**config.mk**
```make
export PLATFORM = sky130hd
export DESIGN_NAME = byte_stream_loader
export DESIGN_NICKNAME = d
export VERILOG_FILES = /design/src/rtl/byte_stream_loader.sv
export SDC_FILE = /design/constraint.sdc
export NUM_CORES = 1
export LEC_CHECK = 0
export CAP_MARGIN = 40
export CELL_PAD_IN_SITES_DETAIL_PLACEMENT = 1
export CELL_PAD_IN_SITES_GLOBAL_PLACEMENT = 2
export CORE_ASPECT_RATIO = 2
export CORE_MARGIN = 1
export CORE_UTILIZATION = 28
export CTS_CLUSTER_DIAMETER = 50
export DETAILED_ROUTE_END_ITERATION = 6
export PLACE_DENSITY = 0.76
export SKIP_CTS_REPAIR_TIMING = 1
export SLEW_MARGIN = 0
export SYNTH_ARGS = -nofsm -noshare
export SYNTH_HDL_FRONTEND = slang
export SYNTH_SLANG_ARGS = --single-unit
export TNS_END_PERCENT = 30
```
**constraint.sdc**
```tcl
create_clock -name CLK -period 2 [get_ports CLK]
set_clock_uncertainty 0.2 [all_clocks]
set_input_delay 0.4 -clock CLK [delete_from_list [all_inputs] [get_ports CLK]]
set_output_delay 0.4 -clock CLK [all_outputs]
set_load 0.05 [all_outputs]
```
**src/rtl/byte_stream_loader.sv**
```systemverilog
// Byte-stream front end for the byte-write register: sequential indexed writes, frame length
// checking, and a valid/ack hand-off of each complete frame.
module byte_stream_loader #(
    parameter int unsigned SIZE_IN_BYTES = 12,
    parameter int unsigned BYTE_NUM_SIZE = 16
) (
    input  logic                     CLK,
    input  logic                     ARESET,
    input  logic                     S_VALID,
    output logic                     S_READY,
    input  logic [7:0]               S_DATA,
    input  logic                     S_LAST,
    output logic                     WR_ENABLE,
    output logic [BYTE_NUM_SIZE-1:0] WR_BYTE_NUM,
    output logic [7:0]               WR_VALUE,
    output logic                     FRAME_VALID,
    input  logic                     FRAME_ACK,
    output logic                     FRAME_ERROR
);

    localparam logic [BYTE_NUM_SIZE-1:0] LastIdx = BYTE_NUM_SIZE'(SIZE_IN_BYTES - 1);

    typedef enum logic [1:0] {
        StLoad,
        StCommit,
        StHold,
        StDrain
    } state_e;

    state_e                   r_state;
    logic [BYTE_NUM_SIZE-1:0] r_cnt;
    logic                     r_s_ready;
    logic                     r_wr_en;
    logic [BYTE_NUM_SIZE-1:0] r_wr_num;
    logic [7:0]               r_wr_val;
    logic                     r_frame_valid;
    logic                     r_frame_err;

    state_e                   w_state_d;
    logic [BYTE_NUM_SIZE-1:0] w_cnt_d;
    logic                     w_s_ready_d;
    logic                     w_wr_en_d;
    logic [BYTE_NUM_SIZE-1:0] w_wr_num_d;
    logic [7:0]               w_wr_val_d;
    logic                     w_frame_valid_d;
    logic                     w_frame_err_d;
    logic                     w_accept;

    assign w_accept = S_VALID && r_s_ready;

    always_comb begin
        w_state_d       = r_state;
        w_cnt_d         = r_cnt;
        w_wr_en_d       = 1'b0;
        w_wr_num_d      = r_wr_num;
        w_wr_val_d      = r_wr_val;
        w_frame_valid_d = r_frame_valid;
        w_frame_err_d   = 1'b0;

        unique case (r_state)
            StLoad: begin
                if (w_accept) begin
                    w_wr_en_d  = 1'b1;
                    w_wr_num_d = r_cnt;
                    w_wr_val_d = S_DATA;
                    if (r_cnt == LastIdx) begin
                        w_cnt_d   = '0;
                        w_state_d = S_LAST ? StCommit : StDrain;
                    end else if (S_LAST) begin
                        // Short frame: byte still lands, rest of the register is stale.
                        w_cnt_d       = '0;
                        w_frame_err_d = 1'b1;
                    end else begin
                        w_cnt_d = r_cnt + 1'b1;
                    end
                end
            end
            StCommit: begin
                // One idle cycle lets the final write land before the frame is advertised.
                w_frame_valid_d = 1'b1;
                w_state_d       = StHold;
            end
            StHold: begin
                if (FRAME_ACK) begin
                    w_frame_valid_d = 1'b0;
                    w_state_d       = StLoad;
                end
            end
            StDrain: begin
                if (w_accept && S_LAST) begin
                    w_frame_err_d = 1'b1;
                    w_state_d     = StLoad;
                end
            end
            default: begin
                w_state_d = StLoad;
            end
        endcase

        w_s_ready_d = (w_state_d == StLoad) || (w_state_d == StDrain);
    end

    always_ff @(posedge CLK or posedge ARESET) begin
        if (ARESET) begin
            r_state       <= StLoad;
            r_cnt         <= '0;
            r_s_ready     <= 1'b0;
            r_wr_en       <= 1'b0;
            r_wr_num      <= '0;
            r_wr_val      <= '0;
            r_frame_valid <= 1'b0;
            r_frame_err   <= 1'b0;
        end else begin
            r_state       <= w_state_d;
            r_cnt         <= w_cnt_d;
            r_s_ready     <= w_s_ready_d;
            r_wr_en       <= w_wr_en_d;
            r_wr_num      <= w_wr_num_d;
            r_wr_val      <= w_wr_val_d;
            r_frame_valid <= w_frame_valid_d;
            r_frame_err   <= w_frame_err_d;
        end
    end

    assign S_READY     = r_s_ready;
    assign WR_ENABLE   = r_wr_en;
    assign WR_BYTE_NUM = r_wr_num;
    assign WR_VALUE    = r_wr_val;
    assign FRAME_VALID = r_frame_valid;
    assign FRAME_ERROR = r_frame_err;

endmodule

```
# Word level (Yosys, flattened, before mapping)
# Index checks and enable logic that the tools add are counted.
# totals
inputBits	13
elab_cells	40
mem_bits_rw	0
ff_bits	46
output_inout_bits	28
mem_bits_ro	0
latchBits	0
n_memories	0
# classes
n_lt_le_gt_ge	0
n_eq_ne	6
bitwise_logic	0
reduce_logical	8
n_mux	17
n_shift	0
mul	0
div_mod_pow	0
n_addsub	1
# ops
op	count
$mux 16	2
$add 16x1->16 const B	1
$eq 16x4->1 const B	1
$mux 2	5
$pmux 2 s4	1
$mux 1	7
$eq 2x2->1 const B	3
$logic_not 2->1	2
$pmux 1 s2	2
$reduce_and 2->1	2
$eq 2x1->1 const B	1
$logic_and 1x1->1	2
$ne 2x2->1 const B	1
$reduce_bool 2->1	1
$logic_or 1x1->1	1

# Logic depth before layout (Yosys ltp)
# Gate-level depths: netlist of the first run.
# depth
word_depth	6
depth_mapped	8
ltp_nobuf	7

# Least setup slack after synthesis of the first run
# No wires, ideal clock.
# synth_timing
path_kind	flip-flop to flip-flop
from	register r_cnt[0]
to	register r_cnt[15]
path_stages_with_launch	9
synth_period_minus_slack_ns	2.177
required_time_ns	1.726
arrival_time_ns	1.903
path_buffers	2
setup_ns	0.074
path_slack_ns	-0.177
path_cell_list	dfrtp_1 -> ha_1 -> nor4b_1 -> and4_1 -> buf_6 -> or3_1 -> clkbuf_2 -> or3_1 -> o21ai_2
# synth_between
elab_chain_cells	3
word_cells_on_any_way	4
cone_classes	1 x add/sub; 1 x eq/ne; 2 x mux
# synth_rtl
item	line	rtl
start, declared	31	logic [BYTE_NUM_SIZE-1:0] r_cnt;
start signal, assigned	115	r_cnt <= w_cnt_d;
$add 16x1->16	74	w_cnt_d = r_cnt + 1'b1;
$mux 16	69	end else if (S_LAST) begin
$mux 16 *	66	if (r_cnt == LastIdx) begin
# Every way passes the cells marked *; elsewhere a longest branch is shown, timed or not.
# A chain may end at the register's enable or synchronous reset.

# Final worst setup path of the first run
# layout_timing
from	register r_cnt[1]
to	register r_cnt[15]
# The elaborated chain is that of the path after synthesis.

==> impl_metrics.ini, run 1 <==
[outcome]
status = finished, final reports clean

[clock_tree]
cts_root_buf = clkbuf_16
cts_tree = done
clkTransAtPathRegs_ns = 0.06
clk_latency_ns = 0.29
clkSinkCount = 46
cts_made_buffers = 5
cts_max_path_buffers = 2
cts_max_level = 2

[yosys]
syn_area_um2 = 2110
ys_types = 35
yosysWarningCount = 0
synth.ff_latch_count = 46
synth.avg_cell_area_um2 = 9.09
syn-num-nets = 251
syn_inst = 232
synth_top_area_share = 0.546
synth_top_cell_by_area = dfrtp_1
synthTopCellsByArea = dfrtp_1 55%, nand2_1 15%, ha_1 3.6%
yosysSeqAreaShare = 0.546

[place]
numPortBuffers = 40
dp_hpwl_um = 4240
gp_congestion = 0.805
dp.cells = 389
pre_cts_ws_ns = -0.135

[timing]
whs_ns = 0.268
fin_crit_ns = 1.93
max_freq_mhz = 517
hold_viol = 0
period_share = 0.967
grt_setup_unrepaired = yes
worstMarginPinSlew_ns = 0.321
setup_viol = 0
maxSlewViolCount = 0
worst_slack_ns = 0.0658
max_slew_margin = 0.786

[cells_and_area]
layout.nets = 325
final_common_cell = nand2_1
multi_input_area_um2 = 923
final_cells = 397
num-fill-cells = 869
drive_gt1_frac = 0.275
final-seq-area_um2 = 1150
layout_common_cells = 85 x nand2_1, 61 x buf_4, 46 x dfrtp_1
syn2layout_area_growth_pct = 42.0
diodes = 0

[power]
ir_worst_vdd_mv = 0.637
finalPower_mw = 3.37
leakagePower_nw = 1.50
p_per_area_nw_per_um2 = 1130

[floorplanning]
die_w_um = 63.4
initial_core_util = 0.290
die_h_um = 125
rows = 44
pin_count = 41
core_area_um2 = 7270
dieArea_um2 = 7900

[global_route]
grt_overflow = 0
grt_pass1_wl_um = 9530
grt_max_degree = 47
track_usage = 0.157
grt_pass1_vias = 1941
antenna_found_initial = 0

[drt]
ant_nets = 0
drcViolationCount = 0
drt_iter0_markers = 88
dr_total_vias = 1884
drtPass1Iterations = 3
avgRoutedWirePerCell_um = 14.6
viasPerCell = 4.75
drt-total-wl_um = 5790

[job]
max-cap-violations = 0

[setup_path]
cp-start-kind = flop
cp_max_fo = 6
r2r_slack_ns = 0.07
cp.required_ns = 2.02
worstSetupPathType = flop to flop
end_kind = flop
arrival_ns = 1.95

[hold_path]
hold_path_class = input pin to async pin
==> logic make-up after synthesis <==
family                   synth area share
AO/OA/AOI/OAI                      0.0979
XOR/XNOR                           0.0249
adder cells (fa/ha/maj)            0.0356
buffers and inverters              0.0374
flip-flops                          0.546
multiplexers                      0.00950
AND/OR/NAND/NOR                     0.249
==> registers in the layout (all words and copies together), names as in the netlist <==
name         flops
FRAME_ERROR      1
WR_ENABLE        1
S_READY          1
WR_BYTE_NUM     16
r_state          2
r_cnt           16
FRAME_VALID      1
WR_VALUE         8
==> cell usage after synthesis, drive strengths merged <==
master	instances
a211oi	2
nor3	2
ha	6
nand4	4
a22o	1
clkbuf	6
a31oi	1
nand2	85
clkinv	1
and4	2
dfrtp	46
nor2	4
nor2b	1
mux2i	2
nand2b	2
or3	2
nor4	1
and3	5
xor2	5
xnor2	1
a2111oi	1
nor4b	2
o22ai	1
and2	1
a21oi	9
nand3	9
o21ai	14
inv	7
buf	4
o31ai	5
==> final timing paths <==
kind                       depth (start not counted)                     from                          end
min in group CLK                                   2  WR_VALUE[4]$_DFFE_PP0P_      WR_VALUE[4]$_DFFE_PP0P_
max reg2reg                                        6     r_cnt[1]$_DFFE_PP0P_        r_cnt[15]$_DFFE_PP0P_
max                                                6     r_cnt[1]$_DFFE_PP0P_        r_cnt[15]$_DFFE_PP0P_
min reg2reg                                        2  WR_VALUE[4]$_DFFE_PP0P_      WR_VALUE[4]$_DFFE_PP0P_
min                                                3                   ARESET   WR_BYTE_NUM[4]$_DFFE_PP0P_
max in group asynchronous                          3                   ARESET  WR_BYTE_NUM[13]$_DFFE_PP0P_
==> layer usage <==
layer,up-vias,track usage,wire (um)
li1,916,-,-
met1,926,0.165,2190
met2,34,0.293,3310
met5,-,0,0
met3,8,0.0238,157
met4,0,0.0722,127
==> power breakdown <==
part	internal [mW]	leakage [nW]	switching (mW)
Sequential	1.09	0.620	0.102
Combinational	0.489	0.808	0.883
Clock	0.483	0.0688	0.326
==> final cells by class <==
class,count,area share
well taps,92,0.0385
inverters,8,0.0100
multi-input cells,168,0.309
flip-flops and latches,46,0.385
repair buffers,77,0.212
clock buffers,6,0.0464
==> worst max-delay path, cell delays in order, from the launching register on <==
cell and delay, ns:
dfrtp_1 0.38, ha_2 0.20, nor4b_2 0.16, and4_4 0.18
or3_4 0.34, or3_1 0.34, o21ai_2 0.06
==> metrics by stage <==
stage | instance area, um^2 | TNS (ns) | util
after floorplan | 2110 | -0.0895 | -
after global routing | 2990 | -0.00635 | 0.412
after CTS | 2930 | -0.675 | 0.404
final | 2990 | 0 | 0.412
after detailed placement | 2800 | -1.05 | 0.385
after global placement | 2800 | -0.246 | 0.385
Power figures use the tool's default switching activity.
==> run 2, diff against run 1 <==
- ABC_AREA: not set -> 1
- CORE_UTILIZATION: 28 -> 27
- PLACE_DENSITY: 0.76 -> 0.75
==> impl_metrics.ini, run 2 <==
[outcome]
status = finished, final reports clean

[setup_path]
crit_top_cell = nand2_1
end_kind = flop
cp_num_buf_inv = 2
cp.required_ns = 1.99
r2r_slack_ns = 0.22
cp_top_family = buffers and inverters
cp.depth = 6
r2r_start = r_state[1]$_DFF_PP0_
worstSetupPathType = flop to flop
cp-start-kind = flop
cp_max_fo = 44
worst_r2r_endpoint = r_cnt[2]$_DFFE_PP0P_
crit_slowest_cell = dfrtp_1
crit_chain = inv_1 > ha_1 > nand2_1 > buf_4 > nand2_1 > o31ai_1
critPathMaxStageDelay_ns = 0.43
arrival_ns = 1.77
ff2ff_path_depth = 6

[drt]
drtPass1Iterations = 4
ant_nets = 0
drt-total-wl_um = 5840
avgRoutedWirePerCell_um = 14.4
drt_iter0_markers = 50
drcViolationCount = 0
dr_total_vias = 1873
viasPerCell = 4.61

[global_route]
grt_max_degree = 47
grt_overflow = 0
grt_pass1_vias = 1965
track_usage = 0.149
grt_pass1_wl_um = 9450
antenna_found_initial = 0

[cells_and_area]
drive_gt1_frac = 0.197
syn2layout_area_growth_pct = 30.4
diodes = 0
layout_common_cells = 81 x nand2_1, 46 x dfrtp_1, 32 x buf_4
final_util = 0.364
final_common_cell = nand2_1
num-fill-cells = 971
layout.nets = 328

[floorplanning]
die_w_um = 66.1
die_h_um = 130
initial_core_util = 0.279
core_area_um2 = 7940
dieArea_um2 = 8600
pin_count = 41
rows = 46

[hold_path]
hold_path_class = input pin to async pin

[yosys]
synth.avg_cell_area_um2 = 8.43
synth.ff_latch_count = 46
synthTopCellsByArea = dfrtp_1 52%, nand2_1 14%, inv_1 4.4%
ys_types = 24
async_flop_share = 1.00
synthXorXnorAreaFrac = 0.0276
yosysMostFrequentCell = nand2_1
synth_top_area_share = 0.519
synth_flop_cell = dfrtp_1
synthMuxAreaShare = 0
yosysSeqAreaShare = 0.519
synth_top_family_by_area = simple AND/OR/NAND/NOR gates
synth_adder_area_share = 0.0338
synth_edf_count = 0
syn-num-nets = 282
synth_simple_gate_area_frac = 0.270
synth_commonest_cells = 81 x nand2_1, 46 x dfrtp_1, 26 x inv_1, 16 x o21ai_0, 14 x nor2_1
synth-compound-area-share = 0.0840
syn_inst = 263
syn_area_um2 = 2220
yosysWarningCount = 0
synth_top_cell_by_area = dfrtp_1

[clock_tree]
cts_made_buffers = 5
cts_max_level = 2
cts_max_path_buffers = 2
cts_root_buf = clkbuf_16
clkSinkCount = 46
cts_tree = done
clkTransAtPathRegs_ns = 0.07
clk_latency_ns = 0.29

[power]
p_per_area_nw_per_um2 = 1350
finalPower_mw = 3.89
leakagePower_nw = 1.38
ir_worst_vdd_mv = 0.728

[timing]
tns_ns = 0
hold_viol = 0
grt_setup_unrepaired = no
maxSlewViolCount = 0
fin_crit_ns = 1.78
setup_viol = 0
max_freq_mhz = 561
whs_ns = 0.247
max_slew_margin = 0.714
period_share = 0.891
worstMarginPinSlew_ns = 0.429

[place]
numPortBuffers = 40
dp_hpwl_um = 4260
gp_congestion = 0.795

[job]
max-cap-violations = 0
-- run 2: cell types whose count changed in the layout (fill, tap and decap cells not counted), moves of 4 or more --
cell,previous run,this run
a21oi_1,9,2
and3_1,5,0
buf_4,61,32
inv_1,4,25
inv_2,3,7
nand2_1,85,81
nand3_1,8,13
nor2_1,4,14
o21ai_1,0,9
o22ai_1,1,7
-- run 2: layout make-up --
type                    count  area [um^2]  share of cell area
well taps                  96          120              0.0415
repair buffers             45          380               0.131
flip-flops and latches     46         1150               0.398
clock buffers               6          139              0.0480
clock inverters             2         60.1              0.0208
inverters                  32          120              0.0415
multi-input cells         179          922               0.319
-- run 2: tightest hold or removal path: cells and delay by family --
kind,cells,cell delay (ns)
buffers and inverters,3,0.71
-- run 2: power by group --
group / switching [mW] / leakage [nW] / internal [mW] / total, mW
Sequential: 0.124 / 0.609 / 1.12 / 1.24
Clock: 0.373 / 0.0971 / 0.751 / 1.12
Combinational: 1.10 / 0.678 / 0.424 / 1.53
-- run 2: how the worst max path moves through the flow --
stage | startpoint | endpoint
2_1_floorplan | S_READY$_DFF_PP0_ | r_cnt[12]$_DFFE_PP0P_
5_1_grt | r_state[1]$_DFF_PP0_ | r_cnt[2]$_DFFE_PP0P_
4_1_cts | r_cnt[1]$_DFFE_PP0P_ | r_cnt[1]$_DFFE_PP0P_
6_report | r_state[1]$_DFF_PP0_ | r_cnt[2]$_DFFE_PP0P_
3_3_place_gp | S_VALID | WR_BYTE_NUM[15]$_DFFE_PP0P_
3_5_place_dp | S_VALID | r_cnt[2]$_DFFE_PP0P_
-- run 2: kinds of logic after synthesis --
kind of cell | Yosys count
flops | 46
xor+xnor | 7
simple gates | 131
fa+ha+maj | 6
buf+inv | 38
compound gates | 35
-- run 2: stage by stage --
stage / std cells / instance area (um^2) / setup WS, ns
final: 406 / 2890 / 0.219
after floorplan: 263 / 2220 / 0.275
after CTS: 406 / 2890 / 0.180
after global placement: 398 / 2690 / 0.0938
after detailed placement: 398 / 2690 / 0.0802
after global routing: 406 / 2890 / 0.0913
-- run 2: per-layer routing --
layer,GRT usage,wire length [um]
met5,0,0
met4,0.0738,187
met3,0.0262,165
met2,0.279,3310
met1,0.153,2180
==> run 3, diff against run 2 <==
- CORE_MARGIN: 1 -> 5
==> impl_metrics.ini, run 3 (same netlist as run 2, synthesis figures left out) <==
[cells_and_area]
num-fill-cells = 969
final_common_cell = nand2_1
fin_area_um2 = 2850
final_util = 0.356
syn2layout_area_growth_pct = 28.4
final_cells = 406
final-seq-area_um2 = 1150
diodes = 0
layout_common_cells = 81 x nand2_1, 46 x dfrtp_1, 32 x buf_4
layout.nets = 329
drive_gt1_frac = 0.197
multi_input_area_um2 = 922

[floorplanning]
die_w_um = 74.1
die_h_um = 138
initial_core_util = 0.277
core_area_um2 = 8000
dieArea_um2 = 10200
rows = 46
pin_count = 41

[global_route]
antenna_found_initial = 0
grt_max_degree = 45
grt_overflow = 0
grt_pass1_vias = 2050
track_usage = 0.128
grt_pass1_wl_um = 10100

[drt]
drcViolationCount = 0
drt_iter0_markers = 53
dr_total_vias = 1932
drt-total-wl_um = 6150
viasPerCell = 4.76
avgRoutedWirePerCell_um = 15.1
drtPass1Iterations = 6
ant_nets = 0

[job]
max-cap-violations = 0

[timing]
max_freq_mhz = 557
tns_ns = 0
hold_viol = 0
period_share = 0.897
fin_crit_ns = 1.79
setup_viol = 0
worstMarginPinSlew_ns = 0.404
max_slew_margin = 0.731
maxSlewViolCount = 0
grt_setup_unrepaired = no

[place]
gp_congestion = 0.837
dp.cells = 399
numPortBuffers = 40
dp_hpwl_um = 4650
placed_area_um2 = 2710

[clock_tree]
clk_latency_ns = 0.29
cts_made_buffers = 5
cts_tree = done
cts_max_level = 2
cts_root_buf = clkbuf_16
cts_max_path_buffers = 2
clkSinkCount = 46
clkTransAtPathRegs_ns = 0.07

[setup_path]
critPathMaxStageDelay_ns = 0.39
arrival_ns = 1.83
crit_top_cell = nand2_1
worstSetupPathType = flop to flop
cp_max_fo = 3
crit_slowest_cell = dfrtp_1
cp.required_ns = 2.03
crit_chain = ha_1 > nand2_1 > inv_1 > nand4_1 > nand3b_1 > nand2_1 > nand3_1 > nand2_1
end_kind = flop
cp-start-kind = flop

[power]
p_per_area_nw_per_um2 = 1260
ir_worst_vdd_mv = 0.504
leakagePower_nw = 1.37

[hold_path]
hold_path_class = input pin to async pin

[outcome]
status = finished, final reports clean
## run 3: cell count changes in the layout (fill, tap and decap cells not counted)
cell | previous run | this run
clkinv_2 | 0 | 2
bufinv_16 | 2 | 0
buf_12 | 1 | 2
clkbuf_8 | 1 | 0
## run 3: layout make-up
cell class                 instances  share of cell area
clock inverter                     2             0.00351
sequential                        46               0.404
clock buffer                       5              0.0439
multi-input combinational        179               0.324
timing repair buffer              46               0.141
inverter                          32              0.0422
tap                               96              0.0422
## run 3: final timing paths
check | start | to | slack, ns | cells past startpoint
hold reg to reg | WR_VALUE[2]$_DFFE_PP0P_ | WR_VALUE[2]$_DFFE_PP0P_ | 0.28 | 2
min in group CLK | WR_VALUE[2]$_DFFE_PP0P_ | WR_VALUE[2]$_DFFE_PP0P_ | 0.28 | 2
hold / removal | ARESET | WR_BYTE_NUM[7]$_DFFE_PP0P_ | 0.18 | 2
max in group asynchronous | ARESET | r_cnt[13]$_DFFE_PP0P_ | 1.00 | 3
setup reg to reg | r_cnt[1]$_DFFE_PP0P_ | r_cnt[14]$_DFFE_PP0P_ | 0.21 | 8
setup / recovery | r_cnt[1]$_DFFE_PP0P_ | r_cnt[14]$_DFFE_PP0P_ | 0.21 | 8
## run 3: worst max-delay path: cells and delay by family, from the launching register on
family,cells,cell delay (ns)
simple gates,6,0.76
flops,1,0.39
fa+ha+maj,1,0.29
buf+inv,1,0.09
## run 3: routing by layer
layer,wire length (um),share of wire,GRT usage,up-vias
li1,-,-,-,932
met1,2180,0.35,0.133,953
met2,3510,0.57,0.241,39
met3,295,0.048,0.0203,8
met4,161,0.026,0.0544,0
met5,0,0,0,-
## run 3: power by group
part           internal [mW]  switching, mW  total (mW)
clock                  0.452          0.350       0.802
sequential              1.12          0.130        1.25
combinational          0.429           1.11        1.54
total                   2.00           1.59        3.59
## run 3: through the flow
| step | hold WS [ns] | total power [mW] | worst slack (ns) |
|---|---|---|---|
| detailed placement | 0.270 | 2.84 | 0.0924 |
| CTS | 0.189 | 3.67 | 0.203 |
| floorplan | 0.272 | 2.31 | 0.275 |
| finish | 0.181 | 3.59 | 0.206 |
| global route | 0.208 | 3.85 | 0.0781 |
| global placement | 0.264 | 2.82 | 0.112 |
==> RTL change 1: new RTL, flow settings as in run 2 <==
`BYTE_NUM_SIZE`: 16 -> 32.
--- a/src/rtl/byte_stream_loader.sv
+++ b/src/rtl/byte_stream_loader.sv
@@ -2,7 +2,7 @@
 // checking, and a valid/ack hand-off of each complete frame.
 module byte_stream_loader #(
     parameter int unsigned SIZE_IN_BYTES = 12,
-    parameter int unsigned BYTE_NUM_SIZE = 16
+    parameter int unsigned BYTE_NUM_SIZE = 32
 ) (
     input  logic                     CLK,
     input  logic                     ARESET,
Interface: changed (resized WR_BYTE_NUM); port bits go from 41 to 57. No check against the original RTL was run, so the function may have changed too.
==> RTL change 1 against run 2 <==
Total power grew 49%. Cell area grew 98%. First-iteration DRC count rose to 3.2 times the old value. Critical path depth increased by 4. Area after synthesis grew 88%. Sequential cell count grew 32. Routed wire length grew to 2.6 times the old value. Worst setup slack worse by 0.11 ns. Largest cell class is now multi-input combinational cells.
==> RTL change 1: results (changes against run 2) <==
{| class="wikitable"
! Metric !! Value
|-
| Slew headroom || 75.7% (+4.3 points)
|-
| Global-route wire length before repair || 23.9 mm (+150%)
|-
| Placed Instance Area || 5260 um2 (+95%)
|-
| Cell family with the largest share of critical-path delay || simple AND/OR/NAND/NOR gates
|-
| Longest individual stage delay on the worst path || 0.36 ns (-0.07 ns)
|-
| Worst vdd ir || 0.772 mV (+6.0%)
|-
| Starting DRC count in detailed routing || 160 (+220%)
|-
| Weighted congestion reported at the end of routability-driven placement || 0.859 (+8.1%)
|-
| Power share of the clock group || 31.6% (+2.7 points)
|-
| Share of the synthesized area in compound gates (AO/OA/AOI/OAI) || 9.29% (+0.89 points)
|-
| Proportion of layout cells with a drive suffix above 1 || 23.6% (+3.9 points)
|-
| Sequential power share || 32.4% (+0.5 points)
|-
| Half-perimeter wire length after placement || 11.7 mm (+170%)
|-
| Pleak || 2.81 nW (+100%)
|-
| Share of synthesized cell area in full adder, half adder and majority cells || 1.80% (-1.6 points)
|-
| Multiplexer area fraction after synthesis || 0% (unchanged)
|-
| Sequential cell area fraction in the yosys report || 46.9% (-5.0 points)
|-
| Vias in the first global route || 4511 (+130%)
|-
| Largest net degree at the start of global routing || 55 (+17%)
|-
| Number of unique standard cell types used by synthesis || 32 (+33%)
|-
| Sw Share || 38.4% (-2.7 points)
|-
| Synth Net Count || 578 (+100%)
|-
| Worst Path Max Fanout || 7 (-84%)
|-
| Run status || finished, final reports clean
|-
| Detailed-route wire length || 15.0 mm (+160%)
|-
| Overall via count from detail_route || 4170 (+120%)
|-
| Synth top cells by count || 176 x sky130_fd_sc_hd__nand2_1, 78 x sky130_fd_sc_hd__dfrtp_1, 72 x sky130_fd_sc_hd__nor2_1
|-
| Top cells by area in the synthesized netlist || sky130_fd_sc_hd__dfrtp_1 47%, sky130_fd_sc_hd__nand2_1 16%, sky130_fd_sc_hd__o21ai_0 7.7%
|-
| Final layout net count || 692 (+110%)
|-
| Number of antenna cells inserted || 0 (unchanged)
|-
| Insertion delay of the later-clocked pin in the worst-skew pair || 0.34 ns (+0.05 ns)
|-
| Worst-case setup slack after placement || -0.514 ns (-0.594 ns)
|-
| TritonCTS Buffers || 9 (+4)
|-
| Overall routing resource usage || 19.8% (+4.9 points)
|-
| Port Buffers || 56 (+40%)
|}
[RTL change 1: cell families (layout without fill, tap and decap cells)]
| logic type | after synthesis | after routing |
|---|---|---|
| adders and majority gates | 6 | 6 |
| and+or+nand+nor | 327 | 327 |
| AOI/OAI and AO/OA | 72 | 72 |
| buffers and inverters | 72 | 191 |
| DFF | 78 | 78 |
| xor gates and xnor gates | 4 | 4 |
[RTL change 1: worst paths after layout]
path / slack [ns] / cells past startpoint / end / start
min reg2reg: 0.27 / 2 / WR_BYTE_NUM[18] / WR_BYTE_NUM[18]
min: 0.15 / 2 / r_cnt[15] / ARESET
max reg2reg: 0.11 / 10 / r_cnt[26] / r_cnt[0]
max: 0.11 / 10 / r_cnt[26] / r_cnt[0]
min in group CLK: 0.27 / 2 / WR_BYTE_NUM[18] / WR_BYTE_NUM[18]
max in group asynchronous: 0.96 / 3 / WR_BYTE_NUM[25] / ARESET
[RTL change 1: per-layer routing]
layer	up-vias	track usage, %	part of all wire [%]
met5	-	0	0
met4	0	11.1	4.3
met3	30	3.68	2.6
met2	73	38.4	56
met1	2051	19.4	37
li1	2016	-	-
[RTL change 1: final cells by class]
class | instances | area [um2]
clock buffer | 13 | 270
clock inverter | 3 | 65.1
sequential | 78 | 1960
inverter | 55 | 210
timing repair buffer | 120 | 995
tap | 195 | 244
multi-input combinational | 409 | 1990
fill | 1820 | 9170
[RTL change 1: through the flow]
| step | std cells | total power [W] |
|---|---|---|
| 2_1_floorplan | 559 | 0.00322 |
| 3_5_place_dp | 852 | 0.00397 |
| 3_3_place_gp | 852 | 0.00390 |
| 6_report | 873 | 0.00582 |
| 4_1_cts | 868 | 0.00585 |
| 5_1_grt | 873 | 0.00615 |
==> RTL change 2: new RTL, config.mk and constraints of run 2 <==
Made on the original files. The 4 states of `state_e` get a one-hot encoding in 4 bits.
--- a/src/rtl/byte_stream_loader.sv
+++ b/src/rtl/byte_stream_loader.sv
@@ -20,11 +20,11 @@
 
     localparam logic [BYTE_NUM_SIZE-1:0] LastIdx = BYTE_NUM_SIZE'(SIZE_IN_BYTES - 1);
 
-    typedef enum logic [1:0] {
-        StLoad,
-        StCommit,
-        StHold,
-        StDrain
+    typedef enum logic [3:0] {
+        StLoad   = 4'b0001,
+        StCommit = 4'b0010,
+        StHold   = 4'b0100,
+        StDrain  = 4'b1000
     } state_e;
 
     state_e                   r_state;
Behaviour: same outputs for any inputs over 10 cycles, from zero or initial values and one cycle with ARESET high; not proved beyond that.
==> RTL change 2 against run 2 <==
Sequential cell count increased by 2. Utilization decreased by 0.32 points. Worst setup slack got worse by 0.018 ns. Cell area increased by 7.2%. Routed wire length increased by 18%. Combinational power decreased by 19%. Sequential share of layout area decreased by 1.0 points. Total power decreased by 13%. Cell count increased by 15%. Area after synthesis increased by 6.8%.
==> RTL change 2: results (changes against run 2) <==
{| class="wikitable"
! Metric !! Value
|-
| Final layout net count || 381 (+16%)
|-
| Largest net degree at the start of global routing || 20 (-57%)
|-
| Sequential cell area fraction in the yosys report || 50.7% (-1.2 points)
|-
| Wire per inst || 14.7 um (+2.5%)
|-
| Length of routed wiring on met1 || 2.56 mm (+17%)
|-
| Overall via count from detail_route || 2175 (+16%)
|-
| Worst R2R Path Depth || 8 (+2)
|-
| Cell family with the largest share of critical-path delay || simple AND/OR/NAND/NOR gates
|-
| Top cells by area in the synthesized netlist || sky130_fd_sc_hd__dfrtp_1 50%, sky130_fd_sc_hd__nand2_1 18%, sky130_fd_sc_hd__nor2_1 5.7%
|-
| Filler instances || 1068 (+10%)
|-
| Share of the synthesized area in compound gates (AO/OA/AOI/OAI) || 5.02% (-3.4 points)
|-
| Vias in the first global route || 2329 (+19%)
|-
| Weighted congestion reported at the end of routability-driven placement || 0.836 (+5.2%)
|-
| Beginning of the worst register-to-register path || r_cnt[0]
|-
| Cell count after synthesis || 310 (+18%)
|-
| Reg-to-reg endpoint || r_cnt[0]
|-
| Overall routing resource usage || 17.2% (+2.3 points)
|-
| Synthesized-area fraction occupied by xor and xnor cells || 1.48% (-1.3 points)
|-
| Met2 Wirelength || 4.00 mm (+21%)
|-
| Worst Path Max Fanout || 6 (-86%)
|-
| Half-perimeter wire length after placement || 5.54 mm (+30%)
|-
| Synth Net Count || 324 (+15%)
|-
| Met3 WL post-DR || 157 um (-4.8%)
|-
| Share of synthesized cell area in full adder, half adder and majority cells || 0.528% (-2.9 points)
|-
| Post-Layout Cell Count || 468 (+15%)
|-
| Pleak || 1.61 nW (+16%)
|-
| Run status || finished, final reports clean
|-
| Proportion of layout cells with a drive suffix above 1 || 19.3% (-0.38 points)
|-
| Worst vdd ir || 0.620 mV (-15%)
|}
RTL change 2: layout make-up:
| cell class | instances | area share, % |
|---|---|---|
| clock buffers | 6 | 4.16 |
| clock inverters | 2 | 1.13 |
| flip-flops and latches | 48 | 38.8 |
| multi-input cells | 219 | 32.0 |
| well taps | 100 | 4.04 |
| repair buffers | 57 | 15.6 |
| inverters | 36 | 4.36 |
RTL change 2: worst max-delay path by stage:
stage / end / slack (ns) / start / cells after the start
2_1_floorplan: r_cnt[3] / 0.24 / S_READY / 7
5_1_grt: r_cnt[7] / 0.004 / r_cnt[4] / 8
6_report: r_cnt[0] / 0.20 / r_cnt[0] / 8
3_5_place_dp: r_cnt[2] / 0.03 / S_VALID / 7
4_1_cts: r_cnt[6] / 0.09 / r_cnt[0] / 8
3_3_place_gp: r_cnt[2] / 0.06 / S_VALID / 7
RTL change 2: stage by stage:
stage,hold WS (ns),total power (W),instance area (um2),setup slack (ns)
2_1_floorplan,0.294,0.00206,2370,0.242
3_3_place_gp,0.265,0.00246,2930,0.0625
3_5_place_dp,0.266,0.00248,2930,0.0325
4_1_cts,0.180,0.00347,3100,0.0863
5_1_grt,0.208,0.00361,3100,0.00446
6_report,0.173,0.00340,3100,0.200
RTL change 2: where the power goes:
group / internal, W / total [W] / switching (W)
combinational: 0.000376 / 0.00124 / 0.000859
clock: 0.000589 / 0.000953 / 0.000364
sequential: 0.00112 / 0.00122 / 0.0000966
RTL change 2: cell families after synthesis:
group	after synthesis
flip-flops	48
adder cells (fa/ha/maj)	1
buffers and inverters	43
AND/OR/NAND/NOR	191
XOR/XNOR	4
AO/OA/AOI/OAI	23
RTL change 2: per-layer routing:
layer  vias up  GRT usage (%)
met3        15           2.79
met5         -              0
met1      1050           18.3
met4         0           6.71
met2        38           31.7
li1       1072              -
